===== src/rtl/vc_mem_arb.sv =====
// rtl/vc_mem_arb.sv - shares the external line-fill/writeback port between the I and D cache engines
// One grant covers a whole line burst; a starvation counter bounds how long D can hold off I.
module vc_mem_arb #(
  parameter int PA         = 24,
  parameter int DW         = 16,
  parameter int LINE_BEATS = 4,
  parameter int STARVE     = 2
) (
  input  logic          clk,
  input  logic          rst_n,
  input  logic          i_req,
  input  logic [PA-1:0] i_addr,
  output logic          i_gnt,
  output logic          i_rvalid,
  output logic          i_done,
  input  logic          d_req,
  input  logic          d_wr,
  input  logic [PA-1:0] d_addr,
  input  logic [DW-1:0] d_wdata,
  output logic          d_gnt,
  output logic          d_rvalid,
  output logic          d_wready,
  output logic          d_done,
  output logic [DW-1:0] rdata,
  output logic          m_req,
  output logic          m_wr,
  output logic [PA-1:0] m_addr,
  output logic [DW-1:0] m_wdata,
  input  logic [DW-1:0] m_rdata,
  input  logic          m_valid
);

  localparam int BW  = (LINE_BEATS > 1) ? $clog2(LINE_BEATS) : 1;
  localparam int OFS = $clog2(LINE_BEATS * DW / 8);
  localparam int SW  = (STARVE > 0) ? $clog2(STARVE + 1) : 1;

  localparam logic [PA-1:0] LINE_MASK = {PA{1'b1}} << OFS;
  localparam logic [BW-1:0] LAST_BEAT = BW'(LINE_BEATS - 1);
  localparam logic [SW-1:0] STARVE_MAX = SW'(STARVE);

  typedef enum logic [1:0] {
    IDLE = 2'd0,
    XFER = 2'd1,
    GAP  = 2'd2
  } state_t;

  state_t        state;
  state_t        state_nxt;
  logic          owner_d;
  logic          wr_q;
  logic [PA-1:0] addr_q;
  logic [BW-1:0] beat;
  logic [SW-1:0] starve_cnt;

  logic          xfer;
  logic          arb;
  logic          d_win;
  logic          last;
  logic [PA-1:0] win_addr;

  assign xfer     = (state == XFER);
  assign arb      = (state == IDLE) && (i_req || d_req);
  // D wins a contended slot unless I has already been passed over STARVE times
  assign d_win    = d_req && (!i_req || (starve_cnt != STARVE_MAX));
  assign win_addr = (d_win ? d_addr : i_addr) & LINE_MASK;
  assign last     = xfer && m_valid && (beat == LAST_BEAT);

  always_comb begin
    state_nxt = state;
    case (state)
      IDLE:    if (i_req || d_req) state_nxt = XFER;
      XFER:    if (last) state_nxt = GAP;
      GAP:     state_nxt = IDLE;
      default: state_nxt = IDLE;
    endcase
  end

  always_ff @(posedge clk or negedge rst_n) begin
    if (!rst_n) begin
      state      <= IDLE;
      owner_d    <= 1'b0;
      wr_q       <= 1'b0;
      addr_q     <= '0;
      beat       <= '0;
      starve_cnt <= '0;
    end else begin
      state <= state_nxt;
      if (arb) begin
        owner_d <= d_win;
        wr_q    <= d_win && d_wr;
        addr_q  <= win_addr;
        beat    <= '0;
        if (d_win && i_req) begin
          if (starve_cnt != STARVE_MAX) starve_cnt <= starve_cnt + SW'(1);
        end else begin
          starve_cnt <= '0;
        end
      end else if (xfer && m_valid) begin
        beat <= beat + BW'(1);
      end
    end
  end

  // Strobes are the only paths from m_valid; everything else comes from registered state
  assign m_req    = xfer;
  assign m_wr     = wr_q;
  assign m_addr   = addr_q;
  assign i_gnt    = xfer && !owner_d;
  assign d_gnt    = xfer && owner_d;
  assign i_rvalid = i_gnt && m_valid;
  assign d_rvalid = d_gnt && !wr_q && m_valid;
  assign d_wready = d_gnt && wr_q && m_valid;
  assign i_done   = i_gnt && last;
  assign d_done   = d_gnt && last;
  assign rdata    = (xfer && !wr_q) ? m_rdata : '0;
  assign m_wdata  = (d_gnt && wr_q) ? d_wdata : '0;

endmodule


===== config.mk =====
export PLATFORM = sky130hd
export DESIGN_NAME = vc_mem_arb
export DESIGN_NICKNAME = d
export VERILOG_FILES = /design/src/rtl/vc_mem_arb.sv
export SDC_FILE = /design/constraint.sdc
export NUM_CORES = 1
export LEC_CHECK = 0
export BUFFER_PORTS_ARGS = -buffer_cell sky130_fd_sc_hd__buf_2
export CAP_MARGIN = 20
export CORE_UTILIZATION = 30
export DETAILED_ROUTE_END_ITERATION = 8
export PLACE_DENSITY_LB_ADDON = 0.08
export SETUP_SLACK_MARGIN = 0.4
export SYNTH_ARGS = -nofsm -noshare
export SYNTH_HDL_FRONTEND = slang
export SYNTH_SLANG_ARGS = --single-unit

===== constraint.sdc =====
create_clock -name clk -period 1.7 [get_ports clk]
set_input_delay 0.17 -clock clk [delete_from_list [all_inputs] [get_ports clk]]
set_output_delay 0.17 -clock clk [all_outputs]
set_load 0.005 [all_outputs]

# Word level (Yosys, flattened, before mapping)
# Cells that the tools add are included.
# op_classes
addsub	2
n_eq_ne	6
n_mux	10
n_reduce_logical	25
# ops
cell	count
$mux 16	2
$mux 24	1
$logic_and 1x1->1	16
$mux 2	6
$ne 2x1->1 const B	3
$add 2x1->2 const B	2
$pmux 2 s2	1
$reduce_and 2->1	2
$logic_not 1->1	3
$eq 2x1->1 const B	1
$eq 2x2->1 const B	1
$logic_not 2->1	1
$logic_or 1x1->1	2
$ne 2x2->1 const B	1
$reduce_bool 2->1	1
# totals
regBits	29
in_bits	86
output_inout_bits	65
wordCells	49

# Logic depth before layout (Yosys ltp)
# Gate-level depths: netlist (run 1).
# logic_depth
ltp_word	6
ltp_mapped	6
ltp_nobuf	5

# Worst setup path after synthesis (run 1)
# OpenSTA, ideal clock, no wires.
# synth_path
path_type	reg2reg
from	register starve_cnt[0]
to	register addr_q[22] (netlist: m_addr[22])
arrival_time_ps	1467
required_time_ps	1575
slack_ps	108
path_stages_with_launch	7
path_buffers	1
period_less_slack_ps	1592
path_cell_list	dfrtp_1 -> inv_1 -> ha_1 -> a21bo_4 -> buf_6 -> mux2_4 -> mux2_4
# synth_between
elab_chain_cells	4
# synth_lines
element	line	rtl
start, declared	53	logic [SW-1:0] starve_cnt;
start signal, assigned	94	if (starve_cnt != STARVE_MAX) starve_cnt <= starve_cnt + SW'(1);
$ne 2x2->1	64	assign d_win = d_req && (!i_req || (starve_cnt != STARVE_MAX));
$logic_or 1x1->1	64	
$logic_and 1x1->1	64	
$mux 24	65	assign win_addr = (d_win ? d_addr : i_addr) & LINE_MASK;
end signal, assigned	91	addr_q <= win_addr;
end, declared	51	logic [PA-1:0] addr_q;
# No other way between the ends.
# A chain may end at the register's enable or synchronous reset.

# Final worst setup path (run 1)
# layout_path
from	register starve_cnt[1]
to	register addr_q[23] (netlist: m_addr[23])
# The elaborated chain is that of the path after synthesis.

==> results.txt, run 1 <==
----------------------------------------------------
[STA]
  Number of endpoints with negative hold slack in the final report ... 0
  Final hold slack ... 0.1507 ns
  Setup repair after global routing missed its margin ... yes
  Setup violators final ... 0
  Final cycle utilization of the critical path ... 0.9684
  Setup_tns ... 0 ns
  Final worst clock skew ... 0.005443 ns
  Final critical-path required period ... 1.646 ns
  Highest Clock Rate ... 607.4 MHz
  Max-slew violation total from the final report ... 0
  Remaining max-slew budget at the tightest pin ... 0.5558
  Slew @ Worst Pin ... 0.6663 ns

[Clock tree]
  CTS H-tree lvls ... 2
  Number of buffers created by CTS ... 5
  Post-CTS clock slew at the launch and capture registers of the worst setup and hold paths ... 0.06 ns
  CTS Buffer Depth ... 2
  Clk sinks ... 29
  CTS tree ... yes
  Root Buffer Master ... clkbuf_8
  Clock latency on the worst-skew pair ... 0.27 ns

[Logic synthesis]
  Synthesized netlist cell count ... 147
  Synthesized area per cell ... 12.60 um2
  Share of synthesized area occupied by flip-flops and latches ... 0.3919
  Count of cell types in the netlist ... 29
  Post-synth EDFFs ... 0
  Combined area of all synthesized cells ... 0.001852 mm2
  Dominant cell by count in the synthesized netlist ... mux2_4
  Cell taking the most area after synthesis ... dfrtp_1
  Share of the synthesized area in the top cell type ... 0.3919
  Ys async rst share ... 1.000
  Synth area leaders ... dfrtp_1 (39%), mux2_4 (32%), and2_1 (12%)
  Syn. warnings ... 0
  Dominant synthesized flop cell ... dfrtp_1
  Flops & latches, synth ... 29
  Most frequent cells after synthesis ... mux2_4 (40), and2_1 (35), dfrtp_1 (29)

[Floorplan]
  Number of top-level pins ... 151
  Number of rows created at floorplan ... 28
  Placeable core region ... 0.005921 mm2
  Total Die Area ... 0.006491 mm2
  Initial Utilization ... 0.3128
  Height of the chip ... 80.57 um
  Die Wd ... 80.57 um

[Power]
  Total leakage power ... 1.686 nW
  Worst vdd ir ... 0.5238 mV
  Power per standard cell area ... 1344 mW/mm2

[Worst setup path]
  Required time reported for the critical path endpoint ... 1.85 ns
  Startpoint class of the critical path ... flip-flop
  Critical Path End Type ... flip-flop
  Maximum fanout count along the critical path ... 14
  Worst-case register-to-register setup slack ... 0.05 ns
  Critical path data arrival time ... 1.80 ns
  Critical path class ... reg -> reg

[Outcome]
  Result of the run ... finished clean

[Finish]
  Total inserted antenna cells ... 0
  Layout cell share with drive strength beyond 1 ... 0.7961
  Fillers ... 551
  Layout area overhead ... 69.39%
  Net count reported at finish ... 392

[Drt]
  Routed wire length per instance ... 12.95 um
  Detailed-routing iteration count for the pre-antenna-repair pass ... 3
  DR iter-0 viols ... 32
  Via Count ... 1653
  Antenna violation net count after detailed routing ... 0
  Routed wire length ... 4907 um
  Vias/cell ... 4.361
  Number of DRC violations after detailed routing ... 0

[Global route]
  Global-route wire length before repair ... 6492 um
  Number of global-route vias before repair ... 1444
  Antenna violations before repair ... 0
  Tot GR Track Use ... 0.1341
  Total congestion overflow ... 0
  Largest net degree at the start of global routing ... 30

[Place]
  Hpwl dp ... 3299 um
  Port-buffer cells ... 141
  Routability cong. ... 0.6999

[Hold path]
  Type of the most critical hold path ... in -> reg

[Run]
  MaxCap Viol Count ... 0

----------------------------------------------------
==> worst paths after layout <==
check / startpoint / end / cells after the start
max in group asynchronous: rst_n / m_wr / 2
setup reg to reg: starve_cnt[1] / m_addr[23] / 5
hold reg to reg: m_addr[17] / m_addr[17] / 1
hold / removal: d_wr / m_wr / 2
min in group asynchronous: rst_n / m_addr[14] / 2
setup / recovery: starve_cnt[1] / m_addr[23] / 5
==> state kept, by name, indices dropped and copies added (netlist names) <==
signal / count
beat: 2
state: 2
m_addr: 21
starve_cnt: 2
m_wr: 1
owner_d: 1
==> per-stage QoR <==
step | power (mW) | util | setup slack, ns | cells | instance area, um2
after floorplan | 2.359 | - | 0.1348 | 149 | 1887
after global placement | 3.091 | 0.4491 | 0.05310 | 360 | 2659
after detailed placement | 3.095 | 0.4491 | 0.04154 | 360 | 2659
after CTS | 3.906 | 0.4886 | 0.04465 | 375 | 2893
after global routing | 4.497 | 0.5298 | 0.01491 | 379 | 3137
final | 4.215 | 0.5298 | 0.05371 | 379 | 3137
==> layout by cell type (no fill, tap or decap), drive strengths merged <==
master,Yosys,layout
o2bb2ai,1,1
o21a,1,1
nand2b,1,1
dfrtp,29,29
nand3b,1,1
a32o,1,1
nor2,5,7
buf,9,154
mux2,42,42
o21ai,2,2
clkbuf,2,7
and3,3,5
mux2i,1,1
and2,35,35
nor2b,1,1
a21bo,1,1
a21boi,1,1
nand4b,1,1
ha,2,2
xor2,1,1
conb,1,3
inv,2,2
dlygate4sd3,0,1
nand2,1,1
nand3,1,1
a21oi,1,1
a22o,1,1
==> worst max-delay path, stage by stage, from the launching register on <==
cell and delay [ns]:
dfrtp_1 0.41, ha_4 0.17, a21bo_4 0.24, buf_12 0.16, mux2_4 0.30, mux2_4 0.25
==> layout make-up <==
cell class	count	area, um2	area share
multi-input cells	111	1201	0.3829
repair buffers	155	1018	0.3247
well taps	75	93.84	0.02992
inverters	2	10.01	0.003191
clock buffers	7	86.33	0.02752
flip-flops and latches	29	726.9	0.2318
==> cells by family (layout without fill, tap and decap cells) <==
group,Yosys count,count (layout),synth area share
XOR/XNOR,1,1,0.004731
other,1,3,0.002025
adder cells (fa/ha/maj),2,2,0.01351
flip-flops,29,29,0.3919
buffers and inverters,13,164,0.04730
multiplexers,43,43,0.3419
AND/OR/NAND/NOR,49,53,0.1588
AO/OA/AOI/OAI,9,9,0.03987
==> report_power, final <==
part / leakage [nW] / internal, mW / switching (mW) / total [mW]
registers: 0.347 / 1.02 / 0.244 / 1.27
clock network: 0.0443 / 0.320 / 0.234 / 0.554
logic: 1.29 / 1.54 / 0.857 / 2.40
==> repair_timing <==
item | 4_1_cts | 5_1_grt
setup buffers | 3 | 4
cloned | 4 | 0
hold buffers | 1 | 0
hold endpoints to repair | 29 | 0
setup endpoints to repair | 57 | 64
pin swaps | 20 | 22
gates resized for setup | 21 | 50
==> per-layer routing <==
| metal | global-route usage | wire (um) | vias up |
|---|---|---|---|
| li1 | - | - | 811 |
| met4 | 0.05357 | 41 | 0 |
| met2 | 0.2331 | 2630 | 76 |
| met3 | 0.03636 | 324 | 5 |
| met1 | 0.1543 | 1910 | 761 |
| met5 | 0 | 0 | - |
No activity file was read; power rests on OpenSTA's default activity.
==> inputs of run 2 (changes only) <==
HOLD_SLACK_MARGIN = 0.15   (was default)
clock period = 1.4 ns   (was 1.7 ns; I/O delays follow)
==> run 2 against run 1 <==
- the flow now finishes with violations (hold timing, setup timing)
- core utilization is 4.7 points higher
- critical path depth did not move
- clock skew up 0.0022 ns
- first-iteration DRC count fell by 34%
- die area unchanged
- sequential power up 17%
- worst setup slack got worse by 0.27 ns
- register-to-register slack worse by 0.27 ns
- cell count increased by 4.7%
- routed wire length grew 4.3%
- power increased by 35%
- critical endpoint is now m_addr[13]
==> results.txt, run 2 (same netlist as run 1, synthesis figures left out) <==
----------------------------------------------------
[Drt]
  Top sig layer ... met4
  Vias/cell ... 4.416
  DR iter-0 viols ... 21
  Routed wire length per instance ... 12.89 um
  Routed length on met1 ... 1913 um
  Number of DRC violations after detailed routing ... 0
  Antenna violation net count after detailed routing ... 0
  Metal2 WL ... 2706 um
  Via Count ... 1753
  Detailed-routing iteration count for the pre-antenna-repair pass ... 3
  Met3 wire length ... 465 um
  Routed wire length ... 5119 um

[Place]
  Post-DP Area ... 0.002828 mm2
  Routability cong. ... 0.7321
  Hpwl dp ... 3529 um
  Port-buffer cells ... 141
  Setup WS pre-CTS ... -0.2114 ns

[Clock tree]
  CTS Buffer Depth ... 2
  CTS H-tree lvls ... 2
  Clk sinks ... 29
  CTS tree ... yes
  Post-CTS clock slew at the launch and capture registers of the worst setup and hold paths ... 0.06 ns
  Number of buffers created by CTS ... 5
  Hold bufs inserted after CTS ... 2
  Clock latency on the worst-skew pair ... 0.28 ns
  Root Buffer Master ... clkbuf_8

[STA]
  Remaining max-slew budget at the tightest pin ... 0.5499
  Setup repair after global routing missed its margin ... yes
  Final worst clock skew ... 0.007677 ns
  Max-slew violation total from the final report ... 0
  Final critical-path setup slack ... -0.2154 ns
  Number of endpoints with negative hold slack in the final report ... 29
  Final cycle utilization of the critical path ... 1.154
  Setup_tns ... -9.555 ns
  Final critical-path required period ... 1.615 ns
  Final hold slack ... -0.1022 ns
  Setup violators final ... 58
  Slew @ Worst Pin ... 0.6752 ns
  Highest Clock Rate ... 619.0 MHz

[Finish]
  Net count reported at finish ... 409
  Largest register FFs ... 21
  Layout cell share with drive strength beyond 1 ... 0.8354
  Finished Core Util ... 0.5767
  Area of all placed cells without fillers ... 0.003415 mm2
  Layout area overhead ... 84.39%
  Most frequent cells in the layout ... buf_2 (112), buf_6 (41), mux2_4 (40)
  Commonest non-fill, non-tap cell in the layout ... buf_2
  Total inserted antenna cells ... 0

[Floorplan]
  Die Wd ... 80.57 um
  Number of rows created at floorplan ... 28
  Total Die Area ... 0.006491 mm2
  Height of the chip ... 80.57 um
  Number of top-level pins ... 151
  Placeable core region ... 0.005921 mm2
  Initial Utilization ... 0.3128

[Power]
  Worst vdd ir ... 0.6752 mV
  Power per standard cell area ... 1666 mW/mm2
  Total leakage power ... 1.811 nW

[Worst setup path]
  Required time reported for the critical path endpoint ... 1.56 ns
  Critical path class ... reg -> reg
  Critical Path End Type ... flip-flop
  Maximum fanout count along the critical path ... 10
  Startpoint class of the critical path ... flip-flop
  Critical path data arrival time ... 1.78 ns

[Hold path]
  Type of the most critical hold path ... in -> async

[Global route]
  Number of global-route vias before repair ... 1607
  Tot GR Track Use ... 0.1551
  Global-route wire length before repair ... 7500 um
  Antenna violations before repair ... 0
  Largest net degree at the start of global routing ... 30
  Total congestion overflow ... 0

[Outcome]
  Failing checks ... hold timing, setup timing
  Result of the run ... finished with violations

[Run]
  MaxCap Viol Count ... 0

----------------------------------------------------
[run 2: cell types whose count changed in the layout (fill, tap and decap cells not counted), moves of 2 or more]
cell      change
buf_4         +3
and2_4        +2
clkinv_2      +2
nor2_1        -2
buf_12        +5
and2_1        -2
buf_6        +11
buf_2         -2
[run 2: worst paths after layout]
| kind | start | endpoint | slack, ns | cells after the start |
|---|---|---|---|---|
| worst min register to register | starve_cnt[1] | starve_cnt[1] | 0.50 | 1 |
| worst max-delay path | starve_cnt[1] | m_addr[13] | -0.22 | 5 |
| worst max register to register | starve_cnt[1] | m_addr[13] | -0.22 | 5 |
| worst min-delay path | rst_n | m_addr[3] | -0.10 | 1 |
| max in group asynchronous | rst_n | m_wr | 1.03 | 1 |
| min in group clk | d_req | state[0] | 0.20 | 3 |
[run 2: what timing repair did]
action / CTS / global route
hold endpoints to repair: 31 / 29
cloned: 2 / 0
setup endpoints to repair: 70 / 70
setup buffers: 11 / 7
gates resized for setup: 49 / 18
pin swaps: 11 / 8
[run 2: per-layer routing]
metal | GRT usage | vias to the layer above
met5 | 0 | -
met4 | 0.03750 | 0
met3 | 0.04205 | 4
met2 | 0.2924 | 93
met1 | 0.1693 | 807
li1 | - | 849
[run 2: through the flow]
step	power, mW	instances
detailed placement	4.163	367
CTS	5.523	390
finish	5.688	397
global route	6.080	397
global placement	4.149	367
floorplan	3.102	149
[run 2: final cells by class]
| cell class | count | area, um2 |
|---|---|---|
| Clock buffer | 5 | 68.82 |
| Fill cell | 513 | 2506 |
| Multi-Input combinational cell | 109 | 1217 |
| Timing Repair Buffer | 174 | 1280 |
| Sequential cell | 29 | 726.9 |
| Inverter | 2 | 10.01 |
| Clock inverter | 3 | 17.52 |
| Tap cell | 75 | 93.84 |
[run 2: worst max-delay path, cell delays in order (launching register included)]
cell	delay [ns]
dfrtp_1	0.38
ha_2	0.18
a21bo_4	0.24
buf_12	0.15
mux2_4	0.29
mux2_4	0.26
[run 2: power by group]
group          total (mW)  internal, mW  switching, mW
clock network       0.671         0.342          0.329
logic                3.52          2.35           1.17
registers            1.49          1.24          0.254
total                5.69          3.93           1.75
==> inputs of run 3 (changes only) <==
ABC_AREA = 1   (was default)
==> run 3 against run 2 <==
- the run ends with setup timing left
- routed wire length grew 27%
- worst setup slack gained 0.090 ns
- global-route usage grew 1.3 points
- clock power grew 3%
- area after synthesis grew 14%
- combinational power grew 1%
- register-to-register slack gained 0.36 ns
- first-iteration DRC count grew to 3.2 times the previous value
- fmax grew 5.9%
- synthesized cell count grew 110%
- critical path type is now reg -> out
- critical endpoint is now m_wdata[7]
- largest power group unchanged
- highest routed layer unchanged
==> results.txt, run 3 <==
----------------------------------------------------
[Worst setup path]
  R2r worst-path depth ... 7
  Startpoint class of the critical path ... flip-flop
  Required time reported for the critical path endpoint ... 1.26 ns
  Critical Path End Type ... output port
  Maximum fanout count along the critical path ... 8
  Critical path class ... reg -> out
  Worst-case register-to-register setup slack ... 0.14 ns
  Critical path data arrival time ... 1.39 ns
  Reg-to-Reg End ... m_addr[5]
  Crit Reg-Reg Startpoint ... state[1]

[Logic synthesis]
  Synth area leaders ... dfrtp_1 (34%), inv_1 (15%), nand2_1 (14%)
  Synthesized area per cell ... 6.789 um2
  Syn. warnings ... 0
  Synthesized netlist cell count ... 312
  Ys async rst share ... 1.000
  Combined area of all synthesized cells ... 0.002118 mm2
  Cell taking the most area after synthesis ... dfrtp_1
  Dominant synthesized flop cell ... dfrtp_1
  Dominant cell by count in the synthesized netlist ... inv_1
  Count of cell types in the netlist ... 20
  Flops & latches, synth ... 29
  Share of the synthesized area in the top cell type ... 0.3426
  Post-synth EDFFs ... 0
  Share of synthesized area occupied by flip-flops and latches ... 0.3426
  Most frequent cells after synthesis ... inv_1 (82), nand2_1 (79), nand3_1 (30)

[Place]
  Hpwl dp ... 4277 um
  Post-DP Area ... 0.003030 mm2
  Routability cong. ... 0.7133
  Cell Count Post-Placement ... 542
  Port-buffer cells ... 141

[Clock tree]
  Post-CTS clock slew at the launch and capture registers of the worst setup and hold paths ... 0.06 ns
  CTS H-tree lvls ... 2
  Clock latency on the worst-skew pair ... 0.28 ns
  Root Buffer Master ... clkbuf_8
  Clk sinks ... 29
  CTS tree ... yes
  CTS Buffer Depth ... 2
  Number of buffers created by CTS ... 5

[Finish]
  Footprint of the multi-input gates ... 0.001355 mm2
  Net count reported at finish ... 573
  Layout cell share with drive strength beyond 1 ... 0.5237
  Largest register FFs ... 21
  Commonest non-fill, non-tap cell in the layout ... buf_2
  Most frequent cells in the layout ... buf_2 (140), inv_1 (79), nand2_1 (75)
  Fillers ... 678
  Finished Core Util ... 0.5420
  Non-Filler Instances ... 581
  Total inserted antenna cells ... 0
  Area of all placed cells without fillers ... 0.003682 mm2
  Layout area overhead ... 73.83%
  Register area ... 728.2 um2

[STA]
  Final critical-path setup slack ... -0.1257 ns
  Number of endpoints with negative hold slack in the final report ... 0
  Final critical-path required period ... 1.526 ns
  Final cycle utilization of the critical path ... 1.090
  Highest Clock Rate ... 655.4 MHz
  Final worst clock skew ... 0.003521 ns
  Max-slew violation total from the final report ... 0
  Setup violators final ... 37
  Setup_tns ... -2.887 ns
  Setup repair after global routing missed its margin ... yes

[Drt]
  Detailed-routing iteration count for the pre-antenna-repair pass ... 6
  Number of DRC violations after detailed routing ... 0
  Routed wire length ... 6480 um
  Via Count ... 2452
  Vias/cell ... 4.220
  Routed wire length per instance ... 11.15 um
  Antenna violation net count after detailed routing ... 0
  DR iter-0 viols ... 67

[Hold path]
  Depth of the worst hold-timing path ... 5
  Worst Hold Launch ... i_addr[21]
  Type of the most critical hold path ... in -> reg
  Hold worst-path end ... m_addr[21]

[Power]
  Share of total power consumed by net switching ... 0.4252
  Cell-internal power ... 3.307 mW
  Gate power share ... 0.620
  Clock group share of total power ... 0.120
  Total leakage power ... 2.193 nW
  Worst vdd ir ... 0.5717 mV
  Power per standard cell area ... 1562 mW/mm2
  Reported net switching power ... 2.447 mW
  Sequential share of power ... 0.260

[Outcome]
  Result of the run ... finished with violations
  Failing checks ... setup timing

[Global route]
  Antenna violations before repair ... 0
  Total congestion overflow ... 0
  Tot GR Track Use ... 0.1682
  Largest net degree at the start of global routing ... 30
  Global-route wire length before repair ... 9811 um
  Number of global-route vias before repair ... 2161

[Floorplan]
  Number of rows created at floorplan ... 30
  Die Wd ... 86.03 um
  Number of top-level pins ... 151
  Height of the chip ... 86.03 um
  Placeable core region ... 0.006794 mm2
  Initial Utilization ... 0.3118
  Total Die Area ... 0.007401 mm2

[Run]
  MaxCap Viol Count ... 0

----------------------------------------------------
[run 3: power by group through the flow]
stage	clock network, mW	logic (mW)	registers [mW]
floorplan	0	1.68	1.49
global placement	0	2.45	1.49
detailed placement	0	2.48	1.48
CTS	0.717	3.04	1.49
global route	0.753	3.93	1.55
finish	0.689	3.57	1.50
[run 3: critical path, stage by stage, from the launching register on]
cell,delay (ns)
dfrtp_1,0.39
inv_2,0.08
nand2_4,0.07
nor2_4,0.14
buf_12,0.13
nand2_8,0.09
nor2_1,0.09
buf_2,0.11
[run 3: worst max path at each step]
stage	endpoint	slack [ns]	cells past startpoint	startpoint
detailed placement	m_addr[5]	0.07	7	starve_cnt[0]
global route	m_wdata[9]	-0.21	7	state[1]
global placement	m_addr[5]	0.08	7	starve_cnt[0]
floorplan	m_addr[10]	0.27	8	starve_cnt[0]
finish	m_wdata[7]	-0.13	7	state[1]
CTS	d_wready	-0.12	6	state[1]
[run 3: cell type report]
type                       count  share of cell area
clock buffer                   7             0.02345
inverter                      86             0.09174
multi-input combinational    192              0.3680
sequential                    29              0.1978
tap                           96             0.03262
timing repair buffer         171              0.2864
[run 3: cell families (layout without fill, tap and decap cells)]
group,after synthesis,after routing,share of synthesized area
and+or+nand+nor,176,182,0.4146
buffers and inverters,102,264,0.2191
DFF,29,29,0.3426
adders and majority gates,2,2,0.01181
AOI/OAI and AO/OA,2,5,0.01004
other,1,3,0.001770
[run 3: per-stage QoR]
step	hold slack (ns)	power [mW]	setup slack, ns
after CTS	0.1501	5.252	-0.1206
after global placement	0.1756	3.936	0.08308
final	0.1568	5.753	-0.1257
after global routing	0.1708	6.230	-0.2072
after detailed placement	0.1793	3.959	0.06688
after floorplan	-0.1556	3.175	0.2688
[run 3: what timing repair did]
action,4_1_cts,5_1_grt
hold buffers,4,0
cloned,5,5
setup endpoints to repair,70,70
hold endpoints to repair,32,0
gates resized for setup,25,18
buffers inserted,11,7
pin swaps,2,10
[run 3: metal layers]
metal / vias to the layer above / part of all wire / global-route usage
li1: 1256 / - / -
met1: 1083 / 0.41 / 0.1813
met2: 109 / 0.51 / 0.3297
met3: 4 / 0.068 / 0.04139
met4: 0 / 0.0065 / 0.03182
met5: - / 0 / 0
